$ cat src/rtl/bus_master_pkg.sv
// Shared types and constants for the bus master and the arbiter it talks to.
// No logic here, so there is no latency.
// No flow control here; this package only holds types and constants.
package bus_master_pkg;

    localparam int ADDR_W = 9;
    localparam int DATA_W = 8;

    // Encoding of the rw bit, shared with the arbiter side of the bus
    localparam logic RW_READ  = 1'b0;
    localparam logic RW_WRITE = 1'b1;

    typedef enum logic [1:0] {
        IDLE    = 2'd0,
        REQ     = 2'd1,
        RD_WAIT = 2'd2,
        RSP     = 2'd3
    } state_t;

    // One queued command: {rw, address, data}
    typedef struct packed {
        logic              rw;
        logic [ADDR_W-1:0] address;
        logic [DATA_W-1:0] data;
    } cmd_t;

    localparam int CMD_W = $bits(cmd_t);

    function automatic logic is_write(input cmd_t c);
        return c.rw == RW_WRITE;
    endfunction

endpackage

$ cat src/rtl/bus_master_if.sv
// Core command/response and shared-bus signals of one bus master.
// Wires only; the interface adds no latency.
// Backpressure is carried by cmd_ready on the command side and bus_grant on the bus side.
interface bus_master_if;
    import bus_master_pkg::*;

    logic              cmd_valid;
    logic              cmd_ready;
    logic              cmd_rw;
    logic [ADDR_W-1:0] cmd_address;
    logic [DATA_W-1:0] cmd_data;
    logic              rsp_valid;
    logic [DATA_W-1:0] rsp_data;
    logic              bus_request;
    logic              bus_grant;
    logic [ADDR_W-1:0] bus_address;
    logic [DATA_W-1:0] bus_data_out;
    logic              bus_rw;
    logic [DATA_W-1:0] bus_data_in;

    modport master (
        input  cmd_valid, cmd_rw, cmd_address, cmd_data, bus_grant, bus_data_in,
        output cmd_ready, rsp_valid, rsp_data, bus_request, bus_address, bus_data_out, bus_rw
    );

    modport slave (
        output cmd_valid, cmd_rw, cmd_address, cmd_data, bus_grant, bus_data_in,
        input  cmd_ready, rsp_valid, rsp_data, bus_request, bus_address, bus_data_out, bus_rw
    );

endinterface

$ cat src/rtl/bus_master_cmd_fifo.sv
// Generic synchronous FIFO holding queued commands; the head is visible combinationally.
// A push becomes visible at the head one edge later; a pop takes effect at the edge.
// full blocks pushes unless a pop happens in the same cycle; pops on empty are ignored.
module cmd_fifo #(
    parameter int DEPTH = 2,
    parameter int WIDTH = 18
) (
    input  logic                     clk,
    input  logic                     reset,
    input  logic                     push,
    input  logic [WIDTH-1:0]         push_dat,
    input  logic                     pop,
    output logic [WIDTH-1:0]         head_dat,
    output logic                     full,
    output logic                     empty,
    output logic [$clog2(DEPTH):0]   count
);
    localparam int PTR_W = $clog2(DEPTH);

    logic [WIDTH-1:0] mem [DEPTH];
    logic [PTR_W-1:0] wr_ptr;
    logic [PTR_W-1:0] rd_ptr;
    logic             do_push;
    logic             do_pop;

    assign do_pop   = pop & ~empty;
    assign do_push  = push & (~full | do_pop);
    assign full     = (count == (PTR_W + 1)'(DEPTH));
    assign empty    = (count == '0);
    assign head_dat = mem[rd_ptr];

    // Pointers wrap naturally because DEPTH is a power of two
    always_ff @(posedge clk or negedge reset) begin
        if (!reset) begin
            wr_ptr <= '0;
            rd_ptr <= '0;
            count  <= '0;
        end else begin
            if (do_push) wr_ptr <= wr_ptr + PTR_W'(1);
            if (do_pop)  rd_ptr <= rd_ptr + PTR_W'(1);
            case ({do_push, do_pop})
                2'b10:   count <= count + (PTR_W + 1)'(1);
                2'b01:   count <= count - (PTR_W + 1)'(1);
                default: count <= count;
            endcase
        end
    end

    // Storage needs no reset: the head is only used while count is non-zero
    always_ff @(posedge clk) begin
        if (do_push) mem[wr_ptr] <= push_dat;
    end

endmodule

$ cat src/rtl/bus_master.sv
// Queues core read/write commands and issues them in order on a request/grant RAM bus.
// Request rises the cycle after a push into an idle queue; read data returns READ_LATENCY+1 cycles after grant.
// cmd_ready drops while the queue is full; bus outputs hold steady until bus_grant is seen.
module bus_master
    import bus_master_pkg::*;
#(
    parameter int FIFO_DEPTH   = 2,
    parameter int READ_LATENCY = 2
) (
    input  logic         clk,
    input  logic         reset,
    bus_master_if.master bm
);
    localparam int CNT_W = $clog2(FIFO_DEPTH) + 1;
    localparam int LAT_W = (READ_LATENCY > 1) ? $clog2(READ_LATENCY) : 1;

    state_t            state;
    state_t            state_nxt;
    cmd_t              push_cmd;
    cmd_t              head_cmd;
    logic              fifo_full;
    logic              fifo_empty;
    logic [CNT_W-1:0]  fifo_count;
    logic              push;
    logic              pop;
    logic              lat_done;
    logic [LAT_W-1:0]  lat_cnt;
    logic [DATA_W-1:0] rsp_data_q;

    // Gating with reset keeps cmd_ready low while reset is held, high right after release
    assign bm.cmd_ready = reset & ~fifo_full;
    assign push         = bm.cmd_valid & bm.cmd_ready;
    assign pop          = (state == REQ) & bm.bus_grant;
    assign push_cmd     = '{rw: bm.cmd_rw, address: bm.cmd_address, data: bm.cmd_data};
    assign lat_done     = (lat_cnt == LAT_W'(READ_LATENCY - 1));
    assign bm.rsp_data  = rsp_data_q;

    cmd_fifo #(
        .DEPTH (FIFO_DEPTH),
        .WIDTH (CMD_W)
    ) u_cmd_fifo (
        .clk      (clk),
        .reset    (reset),
        .push     (push),
        .push_dat (push_cmd),
        .pop      (pop),
        .head_dat (head_cmd),
        .full     (fifo_full),
        .empty    (fifo_empty),
        .count    (fifo_count)
    );

    // State register
    always_ff @(posedge clk or negedge reset) begin
        if (!reset) state <= IDLE;
        else        state <= state_nxt;
    end

    // Next-state: a write grant keeps requesting if anything remains queued after the pop
    always_comb begin
        state_nxt = state;
        case (state)
            IDLE:    if (!fifo_empty) state_nxt = REQ;
            REQ: begin
                if (bm.bus_grant) begin
                    if (!is_write(head_cmd))                        state_nxt = RD_WAIT;
                    else if ((fifo_count > CNT_W'(1)) || push)      state_nxt = REQ;
                    else                                            state_nxt = IDLE;
                end
            end
            RD_WAIT: if (lat_done) state_nxt = RSP;
            RSP:     state_nxt = fifo_empty ? IDLE : REQ;
            default: state_nxt = IDLE;
        endcase
    end

    // Outputs: bus fields come straight from the queue head only while requesting
    always_comb begin
        bm.bus_request  = 1'b0;
        bm.bus_address  = '0;
        bm.bus_data_out = '0;
        bm.bus_rw       = RW_READ;
        bm.rsp_valid    = 1'b0;
        if (state == REQ) begin
            bm.bus_request  = 1'b1;
            bm.bus_address  = head_cmd.address;
            bm.bus_data_out = head_cmd.data;
            bm.bus_rw       = head_cmd.rw;
        end
        if (state == RSP) bm.rsp_valid = 1'b1;
    end

    // Read latency counter and response capture on the last wait cycle
    always_ff @(posedge clk or negedge reset) begin
        if (!reset) begin
            lat_cnt    <= '0;
            rsp_data_q <= '0;
        end else begin
            if ((state == RD_WAIT) && !lat_done) lat_cnt <= lat_cnt + LAT_W'(1);
            else                                 lat_cnt <= '0;
            if ((state == RD_WAIT) && lat_done)  rsp_data_q <= bm.bus_data_in;
        end
    end

endmodule

$ cat src/flat_wrapper.sv
// flat-port wrapper written by rule: the top's interface ports become plain ports
module bus_master_flat import bus_master_pkg::*;
#(
    parameter int FIFO_DEPTH   = 2,
    parameter int READ_LATENCY = 2
)
  (clk, reset, bm_cmd_valid, bm_cmd_rw, bm_cmd_address, bm_cmd_data, bm_bus_grant, bm_bus_data_in, bm_cmd_ready, bm_rsp_valid, bm_rsp_data, bm_bus_request, bm_bus_address, bm_bus_data_out, bm_bus_rw);
  bus_master_if bm_i ();
  input  logic clk;
  input  logic reset;
  input wire logic [$bits(bm_i.cmd_valid)-1:0] bm_cmd_valid;
  input wire logic [$bits(bm_i.cmd_rw)-1:0] bm_cmd_rw;
  input wire logic [$bits(bm_i.cmd_address)-1:0] bm_cmd_address;
  input wire logic [$bits(bm_i.cmd_data)-1:0] bm_cmd_data;
  input wire logic [$bits(bm_i.bus_grant)-1:0] bm_bus_grant;
  input wire logic [$bits(bm_i.bus_data_in)-1:0] bm_bus_data_in;
  output wire logic [$bits(bm_i.cmd_ready)-1:0] bm_cmd_ready;
  output wire logic [$bits(bm_i.rsp_valid)-1:0] bm_rsp_valid;
  output wire logic [$bits(bm_i.rsp_data)-1:0] bm_rsp_data;
  output wire logic [$bits(bm_i.bus_request)-1:0] bm_bus_request;
  output wire logic [$bits(bm_i.bus_address)-1:0] bm_bus_address;
  output wire logic [$bits(bm_i.bus_data_out)-1:0] bm_bus_data_out;
  output wire logic [$bits(bm_i.bus_rw)-1:0] bm_bus_rw;
  assign bm_i.cmd_valid = bm_cmd_valid;
  assign bm_i.cmd_rw = bm_cmd_rw;
  assign bm_i.cmd_address = bm_cmd_address;
  assign bm_i.cmd_data = bm_cmd_data;
  assign bm_i.bus_grant = bm_bus_grant;
  assign bm_i.bus_data_in = bm_bus_data_in;
  assign bm_cmd_ready = bm_i.cmd_ready;
  assign bm_rsp_valid = bm_i.rsp_valid;
  assign bm_rsp_data = bm_i.rsp_data;
  assign bm_bus_request = bm_i.bus_request;
  assign bm_bus_address = bm_i.bus_address;
  assign bm_bus_data_out = bm_i.bus_data_out;
  assign bm_bus_rw = bm_i.bus_rw;
  bus_master #(.FIFO_DEPTH(FIFO_DEPTH), .READ_LATENCY(READ_LATENCY)) u_core (.clk(clk), .reset(reset), .bm(bm_i));
endmodule
$ cat config.mk
export PLATFORM = sky130hd
export DESIGN_NAME = bus_master_flat
export DESIGN_NICKNAME = d
export VERILOG_FILES = /design/src/rtl/bus_master_pkg.sv /design/src/rtl/bus_master_if.sv /design/src/rtl/bus_master_cmd_fifo.sv /design/src/rtl/bus_master.sv /design/src/flat_wrapper.sv
export SDC_FILE = /design/constraint.sdc
export NUM_CORES = 1
export LEC_CHECK = 0
export CAP_MARGIN = 30
export CORE_ASPECT_RATIO = 0.5
export CORE_MARGIN = 2
export CORE_UTILIZATION = 42
export CTS_CLUSTER_DIAMETER = 150
export DETAILED_ROUTE_END_ITERATION = 8
export GPL_TIMING_DRIVEN = 0
export PLACE_DENSITY = 0.85
export SLEW_MARGIN = 25
export SYNTH_ARGS = -nofsm -noshare
export SYNTH_HDL_FRONTEND = slang
export SYNTH_SLANG_ARGS = --single-unit
export TNS_END_PERCENT = 5
$ cat constraint.sdc
create_clock -name clk -period 1.93 [get_ports clk]
set_input_delay 0.386 -clock clk [delete_from_list [all_inputs] [get_ports clk]]
set_output_delay 0.386 -clock clk [all_outputs]
set_load 0.02 [all_outputs]
Yosys cells after proc, flatten, opt, wreduce, memory -nomap -nowiden
Memory sizes are Yosys's and may differ from the RTL's. Index checks and enable logic that the tools add are counted.

Add/sub/neg operators: 5. Magnitude comparators: 1. Equality and inequality tests: 9. Mux-type cells: 16. Bitwise logic cells: 8. Reduce and logical (&&, ||, !) cells: 8.

Operators with widths (number): 9-bit two-way mux (1); 2-bit == test, second input constant (4); 1-bit two-way mux (8); 2-bit two-way mux (4); 8-bit two-way mux (1); 2-bit one-hot mux with 4 select lines (1); 1-bit bitwise AND (5); 2-bit by 1-bit == test with 1-bit output, second input constant (2); 2-bit zero test (2); 2-bit inequality test, second input constant (2); 2-bit one-hot mux with 2 select lines (1); 1-bit adder, second input constant (3); 3-bit AND reduction (1); 2-bit by 1-bit adder with 2-bit output, second input constant (1); 2-bit by 1-bit greater-than comparator with 1-bit output, second input constant (1); 1-bit logical AND (2); 2-bit by 1-bit inequality test with 1-bit output, second input constant (1); 1-bit inverter (2); 2-bit nonzero test (1); 2-bit by 1-bit subtractor with 2-bit output, second input constant (1); 1-bit zero test (1); 1-bit logical OR (1); 1-bit OR (1).

Register bits after elaboration: 15. Bits in writable memories: 36. Input bits: 30. Output and inout port bits: 29. Logic and storage cells: 54. Memories kept: 1.

Memories: u_core.u_cmd_fifo.mem (depth 2, bits a word 18, read ports 1, clocked after memory_dff 0, write ports 1, RTL line bus_master_cmd_fifo.sv:20) `logic [WIDTH-1:0] mem [DEPTH];`.

Depth between registers and ports, before layout
Gate-level depths: netlist (run 1).

Depth in word-level cells: 9. Mapped depth: 6. Mapped depth without buffers: 6.

By module
From an unflattened synthesis (run 1), not the netlist that was laid out.

Cell total of the unflattened synthesis: 135. Area total of the unflattened synthesis: 2128.3 um^2.

Modules (own cells, without submodules): cmd_fifo (instances 1, cells each 80, area each 1519.0 um^2); bus_master (instances 1, cells each 55, area each 609.3 um^2).

Worst setup path after synthesis (run 1)
OpenSTA, ideal clock, no wires.

Path kind: register to register. Start: register u_core.u_cmd_fifo.count[0]. End: memory u_core.u_cmd_fifo.mem[0][0] (enable). Library setup time: 0.393 ns. Data arrival time: 1.644 ns. Setup slack: -0.107 ns. Cell stages (with the launch flop): 5. Period minus slack after synthesis: 2.037 ns. Path through: dfrtp_1 -> inv_1 -> ha_1 -> nand3b_1 -> nor2_1.

Longest elaborated chain between the ends: 7.

Ends and longest elaborated chain: start: declaration (RTL line bus_master_cmd_fifo.sv:16) `output logic [$clog2(DEPTH):0] count`; start signal: assignment (RTL line bus_master_cmd_fifo.sv:42) `2'b10: count <= count + (PTR_W + 1)'(1);`; start signal: assignment (RTL line bus_master_cmd_fifo.sv:43) `2'b01: count <= count - (PTR_W + 1)'(1);`; start signal: assignment (RTL line bus_master_cmd_fifo.sv:44) `default: count <= count;`; 2-bit == test or 2-bit zero test (tied branches) (RTL line bus_master_cmd_fifo.sv:28, bus_master_cmd_fifo.sv:29); 1-bit inverter, on equally long branches (RTL line bus_master_cmd_fifo.sv:27, bus_master.sv:31, bus_master_cmd_fifo.sv:26); 1-bit bitwise AND, on equally long branches (RTL line bus_master.sv:31, bus_master_cmd_fifo.sv:26); 1-bit bitwise AND or 1-bit OR (tied branches) (RTL line bus_master.sv:32, bus_master_cmd_fifo.sv:27); 1-bit bitwise AND (*) (RTL line bus_master_cmd_fifo.sv:27) `assign do_push = push & (~full | do_pop);`; 1-bit two-way mux (*) (RTL line bus_master_cmd_fifo.sv:51) `if (do_push) mem[wr_ptr] <= push_dat;`; 1-bit two-way mux (implied by the code) (*) (RTL line bus_master_cmd_fifo.sv:51); end: declaration (RTL line bus_master_cmd_fifo.sv:20).

Mark *: on every way between the ends. The rest lies on a longest branch, timed or not.

==> flow_summary.ini, run 1 <==
[floorplan]
die_w_microns = 103
die_height_microns = 53.6
io_pins = 59
dieArea_sq_um = 5540
core-area_sq_um = 4570
start_util_pct = 45.3
std_cell_rows = 17

[drt]
vias_per_cell = 4.77
ant_nets = 0
routedWlPerCell_microns = 14.5
num_vias = 1241
wl_microns = 3770
drc_errors = 0
initialDrtViolationCount = 25
first_pass_iters = 4

[final_layout]
drive_above_1_share_pct = 25.3
area_growth_pct = 35.4
final_cell_mix = clkdlybuf4s50_1 (36), edfxtp_1 (36), nor2_1 (16)
fin_nets = 227
fin_area_sq_um = 2800
num_antenna_cells = 0
fill_cells = 346

[timing]
fin_crit_sh_pct = 98.3
fin_skew_ns = 0.00761
final_hold_viol_count = 0
min_period_ns = 1.90
worst_pin_slew_ns = 0.539
timing.slew.headroom_pct = 64.0
setup_viol = 0
final_max_slew_viol_count = 0
fin_hold_ws_ns = 0.0914
fmax_mhz = 527

[yosys]
syn_avg_cell_area_sq_um = 16.2
netlist.area_leader.share_pct = 52.2
synth_seq_area_share_pct = 70.4
synth_area_sq_um = 2070
ys_ff_latch = 51
synth_area_leader_cell = edfxtp_1
yosysUniqueCellTypes = 27
syn-num-nets = 162
syn_inst = 128
synth.area.top_cells = edfxtp_1 (52%), dfrtp_1 (18%), mux2i_1 (8.7%), nor2_1 (3.6%), ha_1 (2.4%)
synth_warnings = 0

[clock_network]
cts_max_level = 2
cts_buffers = 5
insertion_delay_ns = 0.30
clkTransAtPathRegs_ns = 0.09
clkSinkCount = 51
cts_root_buffer = clkbuf_8
clk_path_buf_depth = 2
cts_tree = yes

[grt]
grt_pass1_vias = 1253
grt_pass1_wl_microns = 5800
grt_max_degree = 19
grt_usage_pct = 14.4
antenna_found_initial = 0
overflow = 0

[placement]
io_buffers = 58
placedInstanceArea_sq_um = 2740
hpwl_microns = 2690
gp_congestion = 0.728

[pwr]
ir_drop_mv = 0.502
power_leakage_nw = 1.14
power_density_nw_per_um2 = 1440

[flow_run]
maxCapViolCount = 0

[worst_setup_path]
end_kind = output port
start_kind = flip-flop
crit_required_ns = 1.54
worstPathMaxFanout = 10
worstPathArrival_ns = 1.51
criticalPathCategory = reg -> out
rr_worst_depth = 4

[status]
status = completed

[worst_hold_path]
hp-class = in -> async
[area by class of cell]
class / count / area, sq um / share of cell area [%]
Tap cell: 66 / 82.6 / 2.95
Clock buffer: 6 / 72.6 / 2.59
Sequential cell: 51 / 1460 / 52.0
Buffer: 4 / 45.0 / 1.61
Inverter: 3 / 11.3 / 0.402
Clock inverter: 2 / 17.5 / 0.625
Timing Repair Buffer: 58 / 522 / 18.6
Multi-Input combinational cell: 70 / 594 / 21.2
[routing by layer]
metal  routed length [microns]  GRT usage, %  share of wire (%)
met5                         0             0                  0
met1                      1550          15.9                 41
met4                        29          3.51               0.77
met2                      1990          27.3                 53
met3                       196          4.81                5.2
[sequential cells by signal, indices dropped and copies added (netlist names), named ones only]
register / flops
u_core.u_cmd_fifo.wr_ptr: 1
u_core.u_cmd_fifo.count: 2
u_core.u_cmd_fifo.rd_ptr: 1
u_core.state: 1
u_core.lat_cnt: 1
u_core.bm.rsp_data: 8
u_core.u_cmd_fifo.mem: 36
[Yosys cell counts]
cell and count:
buf_4 2, and3_1 1, and3b_1 1, nand2b_4 1, xnor2_1 3, dfrtp_1 15, nand2b_1 1, mux2_1 4
inv_1 2, buf_6 2, inv_2 1, nand2_1 1, nand3b_1 1, nor2_1 20, xor2_1 1, nor3b_2 1
mux2_2 4, and2_1 1, nand3b_4 1, ha_1 4, o21ai_0 2, a211o_1 1, edfxtp_1 36, mux2i_1 18
a31o_1 1, nor2b_1 2, o21ai_2 1
[path summary, 6_finish.rpt]
check | start | endpoint | slack [ns]
min in group clk | u_core.lat_cnt$_DFF_PN0_ | u_core.lat_cnt$_DFF_PN0_ | 0.49
max | flip-flop | bm_bus_data_out[7] | 0.03
min reg2reg | u_core.lat_cnt$_DFF_PN0_ | u_core.lat_cnt$_DFF_PN0_ | 0.49
min | reset | u_core.u_cmd_fifo.wr_ptr$_DFFE_PN0P_ | 0.09
max in group asynchronous | reset | asynchronous set/reset pin | 1.53
max reg2reg | u_core.u_cmd_fifo.count[0]$_DFFE_PN0P_ | u_core.u_cmd_fifo.mem[0][2]$_DFFE_PP_ | 0.15
[critical path, stage by stage, from the launching register on]
cell	delay, ns
dfrtp_2	0.45
nand2b_4	0.17
buf_6	0.15
nor2_1	0.12
clkdlybuf4s15_1	0.32
[stage by stage]
step / power (mW) / std cells / setup TNS (ns) / setup WS (ns) / utilization (%)
after floorplan: 2.72 / 128 / -0.0993 / -0.00552 / -
after global placement: 3.46 / 252 / -33.63 / -0.923 / 59.8
after detailed placement: 3.52 / 252 / -34.80 / -0.958 / 59.8
after CTS: 4.00 / 260 / -0.0376 / -0.0245 / 61.0
after global routing: 4.25 / 260 / -0.0616 / -0.0314 / 61.3
final: 4.03 / 260 / 0 / 0.0324 / 61.3
[power breakdown]
group / switching, mW / internal [mW]
clock network: 0.349 / 0.261
logic: 0.983 / 0.861
registers: 0.138 / 1.44
[logic make-up (layout without fill, tap and decap cells)]
kind of cell,count (synthesis),count (layout),share of synthesized area [%]
mux,26,26,13.1
compound gates,5,5,1.75
simple gates,31,31,8.34
xor+xnor,4,4,1.69
flops,51,51,70.4
fa+ha+maj,4,4,2.42
buf+inv,7,73,2.36
[repair_timing]
item                       4_1_cts  5_1_grt
setup buffers                    0        0
setup endpoints to repair       58       37
hold buffers                     0        0
gates resized for setup         64       27
Note: power is estimated with default switching activity, not from simulation.
==> inputs of run 2 (changes only) <==
--- a/config.mk
+++ b/config.mk
@@ -7,11 +7,12 @@
 export LEC_CHECK = 0
 export CAP_MARGIN = 30
 export CORE_ASPECT_RATIO = 0.5
-export CORE_MARGIN = 2
+export CORE_MARGIN = 10
 export CORE_UTILIZATION = 42
 export CTS_CLUSTER_DIAMETER = 150
 export DETAILED_ROUTE_END_ITERATION = 8
 export GPL_TIMING_DRIVEN = 0
+export MAX_ROUTING_LAYER = met4
 export PLACE_DENSITY = 0.85
 export SLEW_MARGIN = 25
 export SYNTH_ARGS = -nofsm -noshare
==> flow_summary.ini, run 2 (synthesis results as in run 1) <==
[floorplan]
core-area_sq_um = 4570
die_w_microns = 119
io_pins = 59
dieArea_sq_um = 8310
start_util_pct = 45.3
die_height_microns = 69.6
std_cell_rows = 17

[timing]
fin_hold_ws_ns = 0.0799
fmax_mhz = 524
rsz0062_at_grt = yes
worst_pin_slew_ns = 0.536
final_max_slew_viol_count = 0
fin_crit_sh_pct = 98.9
fin_skew_ns = 0.0102
final_hold_viol_count = 0
timing.slew.headroom_pct = 64.2
min_period_ns = 1.91
setup_viol = 0

[worst_setup_path]
crit_required_ns = 1.54
worstPathMaxFanout = 10
cp_slowest_cell = dfrtp_1
end_kind = output port
criticalPathCategory = reg -> out
cp_cell_sequence = nand2b_4 > buf_6 > buf_6 > nor2_2 > buf_4
start_kind = flip-flop
crit_top_cell = buf_6
worstPathArrival_ns = 1.52
max_stage_delay_ns = 0.45

[clock_network]
cts_tree = yes
clkSinkCount = 51
insertion_delay_ns = 0.31
clkTransAtPathRegs_ns = 0.10
cts_root_buffer = clkbuf_8
cts_buffers = 5
clk_path_buf_depth = 2
hold_buffers = 0
cts_max_level = 2

[grt]
grt_pass1_vias = 1250
grt_pass1_wl_microns = 6470
overflow = 0
antenna_found_initial = 0
grt_usage_pct = 10.2
grt_max_degree = 19

[final_layout]
top_register = u_core.u_cmd_fifo.mem
area_growth_pct = 36.7
largest_reg_flops = 36
register_area_sq_um = 1460
drive_above_1_share_pct = 24.6
finalNonFillerCells = 261
fin_nets = 228
fill_cells = 332
num_antenna_cells = 0
multi_input_area_sq_um = 596
fin_area_sq_um = 2830
final_cell_mix = clkdlybuf4s50_1 (36), edfxtp_1 (36), mux2i_1 (16), nor2_1 (16), dfrtp_1 (15)

[drt]
initialDrtViolationCount = 64
top_layer_used = met4
ant_nets = 0
num_vias = 1225
routedWlPerCell_microns = 16.2
wl_met3_microns = 186
wl_microns = 4240
drc_errors = 0
wl_met1_microns = 1670
vias_per_cell = 4.69
routed-wl-met2_microns = 2310
first_pass_iters = 4

[placement]
hpwl_microns = 3000
placedInstanceArea_sq_um = 2740
placed_cells = 252
io_buffers = 58
gp_congestion = 0.803

[status]
status = completed

[pwr]
power_leakage_nw = 1.16
ir_drop_mv = 0.524
power_density_nw_per_um2 = 1470

[flow_run]
maxCapViolCount = 0

[worst_hold_path]
hp-class = in -> async
==> run 2: changes by cell type in the layout (fill, tap and decap cells not counted), sizes merged <==
cell and delta:
inv +1, clkinvlp +1, clkinv -1
==> run 2: cell type report <==
type | instances | area share, %
buffer | 4 | 1.86
timing repair buffer | 59 | 18.9
inverter | 3 | 0.398
clock buffer | 5 | 2.43
tap | 66 | 2.92
clock inverter | 3 | 0.973
sequential | 51 | 51.5
multi-input combinational | 70 | 21.1
==> run 2: worst max-delay path, delay by kind of cell (launching register included) <==
kind | cells | cell delay (ns)
buffers and inverters | 3 | 0.46
AND/OR/NAND/NOR | 2 | 0.31
flip-flops | 1 | 0.45
==> run 2: report_power, final <==
group,total (mW),internal (mW),switching [mW]
clock network,0.650,0.267,0.383
logic,1.92,0.899,1.02
registers,1.58,1.44,0.140
total,4.15,2.60,1.54
==> run 2: per-stage QoR <==
step	TNS [ns]	total power [mW]	setup WS (ns)	util (%)
after floorplan	-0.0993	2.72	-0.00552	-
after CTS	-0.0267	4.11	-0.0144	61.5
final	0	4.15	0.0217	61.9
after global placement	-34.65	3.49	-0.948	59.8
after detailed placement	-35.89	3.55	-0.957	59.8
after global routing	-0.108	4.37	-0.0414	61.9
==> run 2: path summary, 6_finish.rpt <==
path / start / cells after the start / endpoint / slack [ns]
worst min register to register: u_core.lat_cnt$_DFF_PN0_ / 1 / u_core.lat_cnt$_DFF_PN0_ / 0.49
worst max-delay path: flip-flop / 5 / bm_bus_data_out[3] / 0.02
worst max register to register: u_core.u_cmd_fifo.count[0]$_DFFE_PN0P_ / 4 / u_core.u_cmd_fifo.mem[0][0]$_DFFE_PP_ / 0.12
worst min-delay path: reset / 1 / u_core.u_cmd_fifo.count[0]$_DFFE_PN0P_ / 0.08
min in group clk: u_core.lat_cnt$_DFF_PN0_ / 1 / u_core.lat_cnt$_DFF_PN0_ / 0.49
max in group asynchronous: reset / 1 / u_core.bm.rsp_data[0]$_DFFE_PN0P_ / 1.56
==> run 2: routing by layer <==
layer / GRT usage [%] / up-vias
met5: - / -
met1: 10.1 / 594
met4: 4.39 / 0
met3: 3.08 / 7
met2: 18.3 / 29
li1: - / 595
==> run 2: timing repair <==
item | in CTS | in global routing
pin swaps | 0 | 0
resized for setup | 70 | 22
endpoints found under the setup margin | 58 | 38
setup buffers | 0 | 1
==> inputs of run 3 (changes only) <==
--- a/config.mk
+++ b/config.mk
@@ -8,12 +8,13 @@
 export CAP_MARGIN = 30
 export CORE_ASPECT_RATIO = 0.5
 export CORE_MARGIN = 10
-export CORE_UTILIZATION = 42
+export CORE_UTILIZATION = 35
 export CTS_CLUSTER_DIAMETER = 150
 export DETAILED_ROUTE_END_ITERATION = 8
 export GPL_TIMING_DRIVEN = 0
 export MAX_ROUTING_LAYER = met4
-export PLACE_DENSITY = 0.85
+export PLACE_DENSITY = 0.74
+export REMOVE_ABC_BUFFERS = 1
 export SLEW_MARGIN = 25
 export SYNTH_ARGS = -nofsm -noshare
 export SYNTH_HDL_FRONTEND = slang
==> flow_summary.ini, run 3 (synthesis results as in run 1) <==
[grt]
overflow = 0
grt_pass1_wl_microns = 7280
antenna_found_initial = 0
grt_pass1_vias = 1369
grt_max_degree = 19
grt_usage_pct = 10.1

[timing]
rsz0062_at_grt = no
fmax_mhz = 537
final_max_slew_viol_count = 0
timing.slew.headroom_pct = 69.6
min_period_ns = 1.86
setup_viol = 0
fin_skew_ns = 0.00481
final_hold_viol_count = 0
fin_crit_sh_pct = 96.6
worst_pin_slew_ns = 0.456

[clock_network]
cts_root_buffer = clkbuf_16
clk_path_buf_depth = 2
cts_tree = yes
cts_max_level = 2
cts_buffers = 5
clkTransAtPathRegs_ns = 0.07
clkSinkCount = 51
insertion_delay_ns = 0.29
hold_buffers = 0

[floorplan]
io_pins = 59
die_height_microns = 74.4
start_util_pct = 36.9
dieArea_sq_um = 9580
core-area_sq_um = 5610
std_cell_rows = 19
die_w_microns = 129

[worst_setup_path]
r2r_start = u_core.u_cmd_fifo.count[0]$_DFFE_PN0P_
end_kind = output port
criticalPathCategory = reg -> out
crit_required_ns = 1.54
rrSetupSlack_ns = 0.15
start_kind = flip-flop
timing.rr.end = u_core.u_cmd_fifo.mem[0][11]$_DFFE_PP_
worstPathArrival_ns = 1.48
worstPathMaxFanout = 11
rr_worst_depth = 5

[drt]
num_vias = 1192
routedWlPerCell_microns = 17.3
first_pass_iters = 4
initialDrtViolationCount = 55
wl_microns = 4630
vias_per_cell = 4.46
drc_errors = 0
ant_nets = 0

[placement]
placed_cells = 257
io_buffers = 58
gp_congestion = 0.650
hpwl_microns = 3300

[final_layout]
finalNonFillerCells = 267
fin_nets = 227
area_growth_pct = 39.7
largest_reg_flops = 36
drive_above_1_share_pct = 13.4
top_register = u_core.u_cmd_fifo.mem
num_antenna_cells = 0
final_cell_mix = clkdlybuf4s50_1 (36), edfxtp_1 (36), nor2_1 (19)

[pwr]
intPower_mw = 2.76
pwr-share-seq_pct = 37.4
combPwrFrac_pct = 42.9
p_switching_mw = 1.54
power_leakage_nw = 1.20
switching_share_pct = 35.8
total_power_mw = 4.30
power_density_nw_per_um2 = 1490
ir_drop_mv = 0.517
pwr-share-clk_pct = 19.7

[flow_run]
maxCapViolCount = 0

[status]
status = completed

[worst_hold_path]
hp-class = in -> async
[run 3: cell count changes in the layout (fill, tap and decap cells not counted), moves of 3 or more]
cell	before	now
buf_4	8	1
buf_6	3	0
clkbuf_16	0	5
clkbuf_2	6	2
clkbuf_8	5	0
dfrtp_1	15	12
dfrtp_2	0	3
dlygate4sd2_1	1	15
nor2_1	16	19
[run 3: metal layers]
layer / vias up / GRT usage [%] / part of all wire (%)
met4: 0 / 3.38 / 0.99
li1: 591 / - / -
met2: 26 / 18.9 / 55
met1: 571 / 10.3 / 40
met5: - / - / 0
met3: 4 / 2.77 / 4.7
[run 3: critical path, stage by stage, from the launching register on]
cell and delay [ns]:
dfrtp_2 0.46, nand2b_4 0.24, nor2_1 0.13, dlygate4sd2_1 0.36
[run 3: power by group through the flow]
| stage | Sequential, mW | Clock [mW] | Combinational [mW] |
|---|---|---|---|
| 2_1_floorplan | 1.75 | 0 | 0.887 |
| 3_3_place_gp | 1.67 | 0 | 1.76 |
| 3_5_place_dp | 1.64 | 0 | 1.93 |
| 4_1_cts | 1.60 | 0.863 | 1.88 |
| 5_1_grt | 1.64 | 0.907 | 2.00 |
| 6_report | 1.61 | 0.849 | 1.84 |
[run 3: layout make-up]
cell class,instances,area (sq um)
Fill cell,490,2720
Clock inverter,2,7.51
Timing Repair Buffer,61,606
Inverter,3,11.3
Sequential cell,51,1460
Tap cell,73,91.3
Multi-Input combinational cell,71,587
Clock buffer,6,129
[run 3: worst max path at each step]
stage | depth (start not counted) | endpoint | slack (ns)
after floorplan | 4 | u_core.u_cmd_fifo.mem[0][0]$_DFFE_PP_ | -0.11
after global placement | 3 | u_core.u_cmd_fifo.mem[0][9]$_DFFE_PP_ | -1.43
after detailed placement | 3 | u_core.u_cmd_fifo.mem[1][2]$_DFFE_PP_ | -0.91
after CTS | 5 | u_core.u_cmd_fifo.mem[0][11]$_DFFE_PP_ | 0.005
after global routing | 3 | bm_bus_data_out[2] | 0.006
final | 3 | bm_bus_address[0] | 0.07
[run 3: repair_timing]
action,4_1_cts,5_1_grt
resized for setup,29,8
setup buffers,1,0
gates cloned,1,0
setup endpoints to repair,59,17
[run 3: through the flow]
step           worst slack (ns)  setup TNS [ns]  instance area [sq um]  hold slack (ns)  utilization (%)
2_1_floorplan            -0.107           -2.02                   2030           0.0904                -
3_3_place_gp              -1.43          -50.20                   2700            0.472             48.2
3_5_place_dp             -0.915          -33.98                   2750            0.486             49.0
4_1_cts                 0.00532               0                   2890            0.126             51.5
5_1_grt                 0.00635               0                   2890            0.141             51.5
6_report                 0.0665               0                   2890            0.116             51.5
